==> config.mk <==
export PLATFORM = sky130hd
export DESIGN_NAME = sar_conv_sequencer
export DESIGN_NICKNAME = d
export VERILOG_FILES = /design/src/rtl/sar_pkg.sv /design/src/rtl/sar_eoc_detect.sv /design/src/rtl/sar_conv_sequencer.sv
export SDC_FILE = /design/constraint.sdc
export NUM_CORES = 1
export LEC_CHECK = 0
export CAP_MARGIN = 5
export CORE_MARGIN = 1
export CORE_UTILIZATION = 47
export DETAILED_ROUTE_END_ITERATION = 10
export PLACE_DENSITY = 0.85
export SYNTH_ARGS = -nofsm -noshare
export SYNTH_HDL_FRONTEND = slang
export SYNTH_SLANG_ARGS = --single-unit
==> constraint.sdc <==
create_clock -name clk -period 1.6 [get_ports clk]
set_clock_uncertainty 0.1 [all_clocks]
set_input_delay 0.16 -clock clk [delete_from_list [all_inputs] [get_ports clk]]
set_output_delay 0.16 -clock clk [all_outputs]
set_load 0.01 [all_outputs]
==> src/rtl/sar_pkg.sv <==
// Shared definitions for the SAR4 host-side logic: sequencer state
// encoding, the default result width and the end-of-conversion edge helper.
package sar_pkg;

    localparam int SAR_DATA_W = 5;

    typedef enum logic [1:0] {
        IDLE = 2'd0,
        CONV = 2'd1,
        DONE = 2'd2,
        TOUT = 2'd3
    } sar_state_t;

    // A capture is the first cycle eoc is seen high; a held-high eoc yields one event.
    function automatic logic eoc_rise(input logic eoc, input logic eoc_q);
        return eoc & ~eoc_q;
    endfunction

endpackage

==> src/rtl/sar_eoc_detect.sv <==
// End-of-conversion rising-edge detector. The SAR drives eoc on the falling
// clock edge, so registering it on the rising edge gives a clean previous-value
// copy for edge detection.
module sar_eoc_detect
    import sar_pkg::*;
(
    input  logic clk,
    input  logic reset,
    input  logic adc_eoc,
    output logic capture
);

    logic eoc_q;

    // Remember last cycle's eoc so a rising edge can be told apart from a held level.
    always_ff @(posedge clk) begin
        if (reset) begin
            eoc_q <= 1'b0;
        end else begin
            eoc_q <= adc_eoc;
        end
    end

    assign capture = eoc_rise(adc_eoc, eoc_q);

endmodule

==> src/rtl/sar_conv_sequencer.sv <==
// Host-side initiator for the SAR4 converter: requests conversions, captures
// results on eoc rising edges, averages 2^AVG_LOG2 of them and presents the
// average on a valid/ready stream. A watchdog resets a hung converter.
module sar_conv_sequencer
    import sar_pkg::*;
#(
    parameter int DATA_W      = SAR_DATA_W,
    parameter int AVG_LOG2    = 2,
    parameter int TIMEOUT_CYC = 16,
    parameter int ARST_CYC    = 2
) (
    input  logic              clk,
    input  logic              reset,
    input  logic              trig,
    input  logic              cont_en,
    input  logic              err_clr,
    input  logic              adc_eoc,
    input  logic [DATA_W-1:0] adc_data,
    output logic              adc_start,
    output logic              adc_reset,
    output logic              m_valid,
    input  logic              m_ready,
    output logic [DATA_W-1:0] m_data,
    output logic              busy,
    output logic              timeout_err,
    output logic              overrun
);

    localparam int ACC_W = DATA_W + AVG_LOG2;
    localparam int CNT_W = AVG_LOG2 + 1;
    localparam int WD_W  = (TIMEOUT_CYC > 1) ? $clog2(TIMEOUT_CYC) : 1;
    localparam int AR_W  = (ARST_CYC > 1) ? $clog2(ARST_CYC) : 1;

    localparam logic [CNT_W-1:0] CNT_LAST = CNT_W'((1 << AVG_LOG2) - 1);
    localparam logic [WD_W-1:0]  WD_LAST  = WD_W'(TIMEOUT_CYC - 1);
    localparam logic [AR_W-1:0]  AR_LAST  = AR_W'(ARST_CYC - 1);

    sar_state_t        state;
    logic [ACC_W-1:0]  acc;
    logic [CNT_W-1:0]  cnt;
    logic [WD_W-1:0]   wd;
    logic [AR_W-1:0]   arst_cnt;
    logic              capture;
    logic              handshake;

    sar_eoc_detect u_eoc_detect (
        .clk     (clk),
        .reset   (reset),
        .adc_eoc (adc_eoc),
        .capture (capture)
    );

    assign handshake = m_valid & m_ready;
    assign busy      = (state != IDLE);

    // Sequencer FSM: conversion requests, accumulation, output load, watchdog and sticky flags.
    always_ff @(posedge clk) begin
        if (reset) begin
            state       <= IDLE;
            acc         <= '0;
            cnt         <= '0;
            wd          <= '0;
            arst_cnt    <= '0;
            adc_start   <= 1'b0;
            adc_reset   <= 1'b1;
            m_valid     <= 1'b0;
            m_data      <= '0;
            timeout_err <= 1'b0;
            overrun     <= 1'b0;
        end else begin
            adc_reset <= 1'b0;

            // Clear first so that a flag set later in this cycle takes priority.
            if (err_clr) begin
                timeout_err <= 1'b0;
                overrun     <= 1'b0;
            end

            if (handshake) begin
                m_valid <= 1'b0;
            end

            case (state)
                IDLE: begin
                    if (trig || cont_en) begin
                        state     <= CONV;
                        acc       <= '0;
                        cnt       <= '0;
                        wd        <= '0;
                        adc_start <= 1'b1;
                    end
                end

                CONV: begin
                    // A capture beats a watchdog expiry landing in the same cycle.
                    if (capture) begin
                        acc <= acc + ACC_W'(adc_data);
                        cnt <= cnt + CNT_W'(1);
                        wd  <= '0;
                        if (cnt == CNT_LAST) begin
                            state     <= DONE;
                            adc_start <= 1'b0;
                        end
                    end else if (wd == WD_LAST) begin
                        state       <= TOUT;
                        adc_start   <= 1'b0;
                        adc_reset   <= 1'b1;
                        arst_cnt    <= '0;
                        timeout_err <= 1'b1;
                        acc         <= '0;
                        cnt         <= '0;
                        wd          <= '0;
                    end else begin
                        wd <= wd + WD_W'(1);
                    end
                end

                DONE: begin
                    // A fresh word always wins; losing an unaccepted word is flagged.
                    m_data  <= acc[AVG_LOG2 +: DATA_W];
                    m_valid <= 1'b1;
                    if (m_valid && !m_ready) begin
                        overrun <= 1'b1;
                    end
                    if (cont_en) begin
                        state     <= CONV;
                        acc       <= '0;
                        cnt       <= '0;
                        wd        <= '0;
                        adc_start <= 1'b1;
                    end else begin
                        state <= IDLE;
                    end
                end

                TOUT: begin
                    if (arst_cnt == AR_LAST) begin
                        state <= IDLE;
                    end else begin
                        adc_reset <= 1'b1;
                        arst_cnt  <= arst_cnt + AR_W'(1);
                    end
                end

                default: begin
                    state <= IDLE;
                end
            endcase
        end
    end

endmodule

==> flow_summary.toml <==
[worst_setup_path]
critPathCaptureType = "flip-flop"
path_class = "flip-flop to flip-flop"
worstPathRequired_ps = 1760
start_kind = "flip-flop"
worst_ep_arrival_time_ps = 1970
cp_max_fo = 2

[placed_design]
placed_area_um2 = 1748
globalplace.congestion = 0.7979
dp_hpwl_um = 2199
post-place-ws_ps = -506.6
place.port_buffers = 22
dp.cells = 207

[synth]
ys.flop_type = "dfxtp_1"
ys_top_cells_by_area = "dfxtp_1 40%, ha_1 7.1%, mux2i_1 5.7%"
yosysWarnings = 0
synth_fa_ha_area_frac = 0.08481
synth_top_cell_by_area = "dfxtp_1"
synth_seq_area_share = 0.3958
synth_nets = 168
syn_avg_cell_area_um2 = 9.635
synth-compound-area-share = 0.2138
synth_top_family_by_area = "compound AO/OA/AOI/OAI gates"
synthDistinctLibCells = 40
ys_ff_latch = 28
synth_edf_count = 0
post-synth-top-count-cell = "dfxtp_1"
synth_xor_area_frac = 0.01855
netlist_area_um2 = 1416
synthArstFlopShare = 0
netlist_top_cells_count = "28 x dfxtp_1, 12 x nor2_1, 11 x inv_1"
synth_cells = 147
synth_top_area_frac = 0.3958
synthSimpleGateAreaFrac = 0.1802
synth_mux_area_frac = 0.06449

[detailed_routing]
drc = 2
vias = 1201
viasPerCell = 5.612
first_pass_iters = 7
drtAntennaViolNets = 0
wl_um = 3136
drt-initial-drc-count = 45
avgRoutedWirePerCell_um = 14.65

[power]
p_leak_nw = 0.7589
p_int_mw = 0.9663
ir_drop_mv = 0.4674
power_frac_clock = 0.266
power_density_nw_per_um2 = 695.5
p_total_mw = 1.297
p_sw_frac = 0.2547
power.switching_mw = 0.3302
seqPwrFrac = 0.562
combPwrFrac = 0.172

[grt]
grt_antenna_before_repair = 0
grt_pass1_wl_um = 5016
grt_max_degree = 17
grt.total_usage = 0.1930
grt_overflow = 0
grt_pass1_vias = 1115

[cts]
clk_pin_slew_ps = 150
cts.path.max_buffers = 2
hold_buffers = 0
clock-root-buffer = "clkbuf_4"
clock_sinks = 28
cts-htree-levels = 1
cts_buffers = 3
tritoncts = "yes"
clk_latency_ps = 320

[timing]
relSlewSlack = 0.7763
finalHoldWorstSlack_ps = 375.9
fin_crit_ps = 1815
fmax_mhz = 550.8
finalHoldViolations = 0
layout_setup_ws_ps = -215.4
rsz0062_at_grt = "true"
worstMarginPinSlew_ps = 335.5
fin_crit_sh = 1.135
setup_viol = 3
slew_violations = 0

[layout]
area_delta_synth_final_pct = 31.63
nets = 205
final_layout_size_suffix_gt1_frac = 0.2350
final_cell_area_um2 = 1864
fillers = 220
final_cells = 214
antenna_cells = 0

[outcome]
status = "complete, but fails checks"
violations = "design-rule violations, negative setup slack"

[floorplan]
fp.dieH_um = 56.90
dieWidth_um = 56.90
die-area_um2 = 3237
start_util = 0.5049
fp.coreArea_um2 = 2805
pin_count = 23
fp-row-count = 19

[worst_hold_path]
hold_path.class = "flip-flop to flip-flop"

[run]
maxCapViolations = 0
## placed cells by master, fill, tap and decap left out, drive strengths merged, types with 2 or more instances in the layout
| master | count |
|---|---|
| nor2b | 5 |
| o21a | 2 |
| nand3 | 2 |
| ha | 8 |
| o21ai | 8 |
| nand2 | 7 |
| a211oi | 2 |
| clkdlybuf4s50 | 21 |
| nor3 | 5 |
| inv | 11 |
| a22o | 5 |
| buf | 13 |
| nor2 | 13 |
| o2bb2ai | 2 |
| nand2b | 5 |
| mux2i | 8 |
| xnor2 | 2 |
| o211ai | 5 |
| and2 | 3 |
| dfxtp | 28 |
| clkbuf | 4 |
| a21oi | 9 |
## flip-flops by register name, indices dropped and copies added (netlist names)
register	cells
state	2
u_eoc_detect.eoc_q	1
timeout_err	1
arst_cnt	1
overrun	1
m_valid	1
adc_start	1
m_data	5
cnt	3
adc_reset	1
wd	4
acc	7
## per-stage QoR
stage / utilization / setup TNS [ps]
floorplan: - / -88.30
finish: 0.6646 / -291.9
global route: 0.6646 / -534.5
CTS: 0.6414 / -373.3
detailed placement: 0.6231 / -1794
global placement: 0.6231 / -1502
## worst paths after layout
kind,slack [ps],endpoint,startpoint,depth (start not counted)
worst max-delay path,-220,acc[6],acc[0],7
worst min register to register,380,cnt[2],cnt[2],1
worst min-delay path,380,cnt[2],cnt[2],1
worst max register to register,-220,acc[6],acc[0],7
## power groups by stage
stage | logic, mW | clock network (mW) | registers, mW
global route | 0.243 | 0.385 | 0.731
detailed placement | 0.208 | 0 | 0.744
CTS | 0.213 | 0.355 | 0.730
global placement | 0.199 | 0 | 0.743
finish | 0.222 | 0.345 | 0.729
floorplan | 0.120 | 0 | 0.744
## timing repair
action / 4_1_cts / 5_1_grt
buffers inserted: 1 / 3
pin swaps: 2 / 3
setup endpoints to repair: 4 / 10
resized for setup: 6 / 13
## layout make-up
class                           instances  area (µm²)  share of cell area
Multi-Input combinational cell        105       852.1              0.4570
Inverter                               11       41.29             0.02215
Clock buffer                            4       36.28             0.01946
Sequential cell                        28       575.6              0.3087
Tap cell                               31       38.79             0.02081
Timing Repair Buffer                   35       320.3              0.1718
## kinds of logic after synthesis
group,after synthesis
AOI/OAI and AO/OA,40
muxes,9
xor gates and xnor gates,3
buffers and inverters,14
and+or+nand+nor,44
DFF,28
adders and majority gates,9
## per-layer routing
layer,global-route usage,wire [µm],up-vias
met5,0,0,-
met3,0.02995,141,2
li1,-,-,593
met2,0.3412,1642,38
met4,0.02091,8,0
met1,0.2539,1343,568
## worst max-delay path, cell delays in order (launching register included)
cell and delay [ps]:
dfxtp_2 360, ha_4 160, inv_2 50, fa_2 180
and2b_2 220, o31a_1 250, o211ai_1 190, mux2i_1 230
Power figures use the tool's default switching activity.
